[src/rtl/inv_add_round_key_mix_columns.sv]
// AES-128 decryption stage: AddRoundKey followed by InvMixColumns.
// Column-serial by default; define AES_INV_MC_PARALLEL_EN for one-cycle InvMixColumns.
module inv_add_round_key_mix_columns #(
  parameter bit CLEAR_ON_IDLE = 1'b0
) (
  input  logic         CLK,
  input  logic         RST,
  input  logic         IN_VALID,
  output logic         IN_READY,
  input  logic [0:127] STATE_IN,
  input  logic [0:127] ROUND_KEY,
  input  logic         LAST_ROUND,
  output logic         OUT_VALID,
  input  logic         OUT_READY,
  output logic [0:127] STATE_OUT,
  output logic         BUSY
);

  typedef enum logic [1:0] {
    S_IDLE,
    S_BUSY,
    S_DONE
  } state_t;

  state_t       r_state;
  state_t       w_next;
  logic [0:127] r_s;
  logic [0:127] r_out;

  function automatic logic [7:0] xt(input logic [7:0] b);
    return {b[6:0], 1'b0} ^ (b[7] ? 8'h1b : 8'h00);
  endfunction

  function automatic logic [31:0] inv_mc(input logic [31:0] c);
    logic [7:0] a [4];
    logic [7:0] m9 [4];
    logic [7:0] mb [4];
    logic [7:0] md [4];
    logic [7:0] me [4];
    logic [7:0] x2, x4, x8;
    for (int i = 0; i < 4; i++) begin
      a[i]  = c[31-8*i -: 8];
      x2    = xt(a[i]);
      x4    = xt(x2);
      x8    = xt(x4);
      m9[i] = x8 ^ a[i];
      mb[i] = x8 ^ x2 ^ a[i];
      md[i] = x8 ^ x4 ^ a[i];
      me[i] = x8 ^ x4 ^ x2;
    end
    return {me[0] ^ mb[1] ^ md[2] ^ m9[3],
            m9[0] ^ me[1] ^ mb[2] ^ md[3],
            md[0] ^ m9[1] ^ me[2] ^ mb[3],
            mb[0] ^ md[1] ^ m9[2] ^ me[3]};
  endfunction

`ifdef AES_INV_MC_PARALLEL_EN
  logic [0:127] w_mc_all;

  assign w_mc_all = {inv_mc(r_s[0:31]),
                     inv_mc(r_s[32:63]),
                     inv_mc(r_s[64:95]),
                     inv_mc(r_s[96:127])};
`else
  logic [1:0]  r_col;
  logic [31:0] w_col;
  logic [31:0] w_mc;

  // One shared InvMixColumn datapath behind a column mux
  assign w_col = r_s[{r_col, 5'd0} +: 32];
  assign w_mc  = inv_mc(w_col);
`endif

  always_comb begin
    w_next = r_state;
    unique case (r_state)
      S_IDLE: if (IN_VALID) w_next = LAST_ROUND ? S_DONE : S_BUSY;
`ifdef AES_INV_MC_PARALLEL_EN
      S_BUSY: w_next = S_DONE;
`else
      S_BUSY: if (r_col == 2'd3) w_next = S_DONE;
`endif
      S_DONE: if (OUT_READY) w_next = S_IDLE;
      default: w_next = S_IDLE;
    endcase
  end

  always_ff @(posedge CLK) begin
    if (RST) begin
      r_state <= S_IDLE;
      r_s     <= '0;
      r_out   <= '0;
`ifndef AES_INV_MC_PARALLEL_EN
      r_col   <= 2'd0;
`endif
    end else begin
      r_state <= w_next;
      unique case (r_state)
        S_IDLE: begin
          if (IN_VALID) r_s <= STATE_IN ^ ROUND_KEY;
`ifndef AES_INV_MC_PARALLEL_EN
          r_col <= 2'd0;
`endif
        end
        S_BUSY: begin
`ifdef AES_INV_MC_PARALLEL_EN
          r_s <= w_mc_all;
`else
          r_s[{r_col, 5'd0} +: 32] <= w_mc;
          r_col <= r_col + 2'd1;
`endif
        end
        S_DONE: r_out <= CLEAR_ON_IDLE ? '0 : r_s;
        default: ;
      endcase
    end
  end

  // r_out is what STATE_OUT shows once the stage leaves DONE
  assign STATE_OUT = (r_state == S_DONE) ? r_s : r_out;
  assign OUT_VALID = (r_state == S_DONE);
  assign IN_READY  = (r_state == S_IDLE);
  assign BUSY      = (r_state == S_BUSY);

endmodule

[config.mk]
export PLATFORM = sky130hd
export DESIGN_NAME = inv_add_round_key_mix_columns
export DESIGN_NICKNAME = d
export VERILOG_FILES = /design/src/rtl/inv_add_round_key_mix_columns.sv
export SDC_FILE = /design/constraint.sdc
export NUM_CORES = 1
export LEC_CHECK = 0
export ABC_AREA = 0
export ABC_CLOCK_PERIOD_IN_PS = 5000
export BUFFER_PORTS_ARGS = -buffer_cell sky130_fd_sc_hd__buf_2
export CORE_ASPECT_RATIO = 1.1
export CORE_MARGIN = 2
export CORE_UTILIZATION = 34
export CTS_CLUSTER_SIZE = 20
export DETAILED_ROUTE_END_ITERATION = 6
export PLACE_DENSITY = 0.6
export SKIP_LAST_GASP = 1
export SLEW_MARGIN = 20
export SYNTH_ARGS = -nofsm -noshare
export SYNTH_HDL_FRONTEND = slang
export SYNTH_SLANG_ARGS = --single-unit
export TNS_END_PERCENT = 10
[constraint.sdc]
create_clock -name CLK -period 5 [get_ports CLK]
set_input_delay 1 -clock CLK [delete_from_list [all_inputs] [get_ports CLK]]
set_output_delay 1 -clock CLK [all_outputs]
set_load 0.01 [all_outputs]
# After elaboration in Yosys (flattened, before gate mapping)
# Index checks and enable logic that the tools add are counted.
# W data, S select, Z words.
# totals
in_bits	261
regBits	260
word_cells	91
# op_classes
mux	22
n_shift	3
bitwise	50
reduce_logical	4
addsub	2
n_eq_ne	6
# ops
cell	count
$xor A8 B8 Y8	36
$mux W128	2
$pmux W128 S2	1
$shift A129 B9 Y128 const A	1
$shiftx A128 B8 Y129	1
$shiftx A129 B9 Y128	1
$bwmux W128	1
$xor A128 B128 Y128	1
$xor A8 B5 Y8	12
$mux W5	12
$neg A8 Y9	1
$mux W2	4
$not A7 Y8	1
$pmux W2 S3	1
$eq A2 B2 Y1 const B	2
$ne A2 B1 Y1 const B	2
$pmux W2 S2	1
$reduce_and A3 Y1	1
$add A2 B1 Y2 const B	1
$eq A2 B1 Y1 const B	1
$logic_not A2 Y1	1
$ne A2 B2 Y1 const B	1
$reduce_and A2 Y1	1
$reduce_bool A2 Y1	1

# Depth between registers and ports, before layout
# logic_depth
depth_word	16
depth_mapped	11
ltp_nobuf	7

# Worst setup path after synthesis
# No wires, ideal clock.
# synth_timing
path_type	flip-flop to flip-flop
startpoint	register r_col[0]
endpoint	register r_s[124] (netlist bit)
required_ns	4.868
path_buffers	3
period_less_slack_ns	3.097
t_arrival_ns	2.965
setup_ns	0.132
setup_slack_ns	1.903
path_stages_with_launch	11
path_cell_list	dfxtp_1 > buf_6 > buf_12 > mux4_2 > buf_6 > xor2_1 > xnor3_1 > xnor2_1 > xnor3_1 > a221oi_1 > nor3_1
# synth_between
elab_chain_cells	14
elab_cells_between_ends	67
# synth_lines
item	line_no	text
start, declared	65	logic [1:0] r_col;
start signal, assigned	110	r_col <= r_col + 2'd1;
$not A7 Y8 (not written as such) (*)	70, 109	
$shiftx A128 B8 Y129	70	assign w_col = r_s[{r_col, 5'd0} +: 32];
$xor A8 B5 Y8 or $mux W5 (tied branches) (2 in a row)	31	return {b[6:0], 1'b0} ^ (b[7] ? 8'h1b : 8'h00);
$mux W5 or $xor A8 B5 Y8 (tied branches)	31	
$xor A8 B5 Y8	31	
$xor A8 B8 Y8 (on tied branches) (2 in a row)	47, 48, 49	
$xor A8 B8 Y8 (on tied branches) (3 in a row)	n/a	
$shiftx A129 B9 Y128	109	r_s[{r_col, 5'd0} +: 32] <= w_mc;
$bwmux W128 (*)	109	
$pmux W128 S2 (*)	98	unique case (r_state)
end signal, assigned	100	if (IN_VALID) r_s <= STATE_IN ^ ROUND_KEY;
end signal, assigned by index	109	
end, declared	27	logic [0:127] r_s;
# Mark *: on every way between the ends. The rest lies on a longest branch, timed or not.
# A chain may end at the register's enable or synchronous reset.

# Final worst setup path
# layout_timing
startpoint	register r_col[0]
endpoint	register r_s[74] (netlist bit)
# The elaborated chain is that of the path after synthesis.

==> impl_metrics.csv <==
group,metric,value,unit
run_status,status,"completed",
clock_tree,post-cts-setup-buffers,0,
clock_tree,cts_tree,"built",
power_and_ir_drop,p_seq_share,24.7,%
final_layout,final_util,42.4,%
yosys,synth_ff_type,"dfxtp_1",
placed_design,io_buffers,391,
clock_tree,clkLatencyLatePin,570,ps
sta,slew_headroom,23.6,%
setup_path,worstSetupStartpointType,"flop",
setup_path,reg2reg_slack,590,ps
power_and_ir_drop,p_sw,4.34,mW
sta,fin_skew,16.7,ps
yosys,yosysSeqAreaShare,35.5,%
global_routing,grt_max_degree,136,
yosys,synth_largest_area_cell,"dfxtp_1",
setup_path,slowest_delay,710,ps
global_routing,grt_pass1_vias,12800,
detailed_routing,avgViaCountPerCell,5.24,
sta,clock.fmax,0.227,GHz
floorplan,die-width,202,um
final_layout,fin_nets,2251,
sta,setup_tns,0,ps
clock_tree,ctsHoldBuffers,0,
placed_design,place.gp.congestion,0.897,
clock_tree,cts_buffers,28,
global_routing,grt_usage,24.8,%
yosys,ys_ff_latch,260,
final_layout,ff_latch_area,0.00521,sq mm
clock_tree,cts-root-buf,"clkbuf_16",
setup_path,r2r-start,"r_col[0]",
hold_path,min_path_cells,2,
floorplan,dieArea,0.0449,sq mm
detailed_routing,drt_iter0_drc,1226,
setup_path,worstPathRequired,5480,ps
final_layout,multi_input_area,0.00897,sq mm
setup_path,reg2reg_depth,8,
clock_tree,clkSinkCount,260,
sta,timing.final.crit_share,88.3,%
yosys,synthDominantCellAreaShare,35.5,%
setup_path,crit_path_top_delay_cell,"mux4_2",
job,maxCapViolCount,0,
hold_path,min-delay-path-class,"reg2reg",
yosys,postSynthAreaPerCell,8.78,sq um
global_routing,grt_overflow_total,0,
yosys,synth_warnings,0,
final_layout,nFillCells,4269,
power_and_ir_drop,clkPwrFrac,22.3,%
placed_design,dpl.hpwl,43.9,mm
setup_path,path_delay_family,"XOR/XNOR gates",
setup_path,path_cells,"buf_4 -> mux4_2 -> xnor2_1 -> xnor3_1 -> xnor3_2 -> xnor2_1 -> a221oi_1 -> nor3_1",
yosys,synthTopCellsByArea,"dfxtp_1 35%, nand2_1 9.9%, xor2_1 7.6%, xnor2_1 7.3%, nor2b_1 5.5%",
power_and_ir_drop,power.leakage,8.25,nW
power_and_ir_drop,powerDensity,546,mW/mm^2
placed_design,post_dp_cell_area,0.0170,sq mm
clock_tree,cts_resized,0,
yosys,syn_inst,1671,
sta,period_needed,4410,ps
power_and_ir_drop,pwr-share-comb,53.0,%
global_routing,use_met2,38.6,%
global_routing,antenna_found_initial,3,
setup_path,crit_arrival,4890,ps
floorplan,pin_count,392,
final_layout,final_cell_area,0.0180,sq mm
detailed_routing,dr_total_vias,13500,
setup_path,startpoint,"r_col[0]",
hold_path,min_to,"r_s[53]",
yosys,synth_nets,1936,
detailed_routing,drc,0,
global_routing,busiest_layer,"met2",
setup_path,worstReg2RegEnd,"r_s[74]",
detailed_routing,wl,57.5,mm
sta,hold_viol_final,0,
yosys,ys_types,44,
detailed_routing,wire_per_inst,22.3,um
yosys,async_flop_share,0,%
yosys,netlist_area,0.0147,sq mm
floorplan,die_y,222,um
final_layout,drive_above_1_share,26.3,%
setup_path,cpMostUsedCell,"xnor2_1",
sta,finalSetupViolCount,0,
floorplan,rows,79,
setup_path,end_kind,"flop",
hold_path,min_from,"r_s[53]",
global_routing,grtUsageMet3,4.23,%
sta,tightest_slew,1150,ps
clock_tree,clk_pin_slew_worst_paths,70,ps
yosys,synth_enable_flop_cells,0,
floorplan,core_region_area,0.0425,sq mm
power_and_ir_drop,swShare,44.2,%
sta,drv_slew,0,
floorplan,start_util,34.5,%
setup_path,cp_num_buf_inv,1,
detailed_routing,antenna_left,0,
clock_tree,clk_path_buf_depth,3,
setup_path,criticalPathCategory,"reg2reg",
power_and_ir_drop,p_int,5.49,mW
power_and_ir_drop,peakVddDrop,409,uV
sta,rsz0062_at_grt,"no",
final_layout,area_delta_synth_final,22.7,%
global_routing,grt_pass1_wl,84.1,mm
clock_tree,htreeDepth,1,
setup_path,crit_fanout,19,
global_routing,grtUsageMet1,34.7,%
detailed_routing,drtPass1Iterations,5,
==> layout by cell type, fill, tap and decap left out, types with 29 or more instances in the layout <==
| cell type | netlist | final |
|---|---|---|
| nor2b_1 | 128 | 128 |
| xnor2_1 | 123 | 123 |
| dfxtp_1 | 260 | 258 |
| nor2_1 | 137 | 137 |
| buf_2 | 11 | 390 |
| a221oi_1 | 88 | 88 |
| clkbuf_16 | 0 | 29 |
| mux4_2 | 31 | 31 |
| xor2_1 | 128 | 128 |
| nor3_1 | 93 | 93 |
| xnor3_1 | 30 | 30 |
| nand2_1 | 388 | 388 |
==> logic make-up after synthesis <==
logic type	share of synthesized area [%]
AOI/OAI and AO/OA	9.75
xor gates and xnor gates	23.1
adders and majority gates	0.341
buffers and inverters	3.86
DFF	35.5
muxes	4.94
and+or+nand+nor	22.5
==> cells in the mapped netlist (3+ instances only) <==
| cell type | count |
|---|---|
| a211oi_1 | 9 |
| xnor2_1 | 123 |
| dfxtp_1 | 260 |
| xor3_1 | 3 |
| buf_4 | 4 |
| ha_1 | 4 |
| mux4_2 | 31 |
| xor2_1 | 128 |
| buf_2 | 11 |
| o221ai_1 | 24 |
| a21oi_1 | 13 |
| clkbuf_1 | 103 |
| o221a_2 | 4 |
| o21ai_0 | 24 |
| xnor3_1 | 30 |
| a2bb2oi_1 | 8 |
| xnor2_2 | 14 |
| nand2_1 | 388 |
| nand3_1 | 3 |
| nor2_1 | 137 |
| nor3_1 | 93 |
| nor2b_1 | 128 |
| and3_1 | 3 |
| a21o_1 | 4 |
| xnor2_4 | 4 |
| a221oi_1 | 88 |
| inv_1 | 5 |
| buf_6 | 3 |
| nand2b_1 | 3 |
==> worst min-delay path, cell delays in order, from the launching register on <==
cell	delay (ps)
dfxtp_1	320
nor2_1	100
nor3_1	50
==> final cells by class <==
class	count	share of cell area, %
clock inverter	11	0.646
clock buffer	41	4.78
antenna	2	0.0278
sequential	260	28.9
inverter	5	0.118
tap	567	3.94
timing repair buffer	410	11.8
multi-input combinational	1281	49.8
==> sequential cells by signal (all words and copies together), names as in the netlist <==
register / cells
r_col: 2
r_out: 128
r_s: 128
r_state: 2
==> layer usage <==
| layer | share of wire, % | vias up | wire (um) |
|---|---|---|---|
| met5 | 0 | - | 0 |
| met4 | 3.5 | 0 | 2030 |
| met3 | 8.3 | 92 | 4790 |
| met2 | 45 | 670 | 25800 |
| met1 | 43 | 6480 | 24900 |
| li1 | - | 6274 | - |
==> per-stage QoR <==
| stage | worst slack [ps] | total power, mW | hold WS (ps) | instances |
|---|---|---|---|---|
| 2_1_floorplan | 1900 | 5.64 | 477 | 1671 |
| 3_3_place_gp | 641 | 7.51 | 491 | 2523 |
| 3_5_place_dp | 710 | 7.52 | 500 | 2523 |
| 4_1_cts | 688 | 9.72 | 512 | 2575 |
| 5_1_grt | 379 | 10.1 | 542 | 2576 |
| 6_report | 585 | 9.83 | 517 | 2577 |
==> power groups by stage <==
stage / Clock, mW / Combinational (mW) / Sequential (mW)
final: 2.19 / 5.21 / 2.43
after global routing: 2.29 / 5.37 / 2.43
after CTS: 2.22 / 5.08 / 2.41
after detailed placement: 0 / 5.06 / 2.46
after global placement: 0 / 5.05 / 2.46
after floorplan: 0 / 3.30 / 2.34
==> worst max-delay path by stage <==
| stage | endpoint | slack [ps] | depth (start not counted) |
|---|---|---|---|
| global route | r_s[42] | 380 | 8 |
| floorplan | r_s[124] | 1900 | 10 |
| CTS | r_s[74] | 690 | 8 |
| finish | r_s[74] | 590 | 8 |
| global placement | r_s[74] | 640 | 8 |
| detailed placement | r_s[74] | 710 | 8 |
Power figures use the tool's default switching activity.
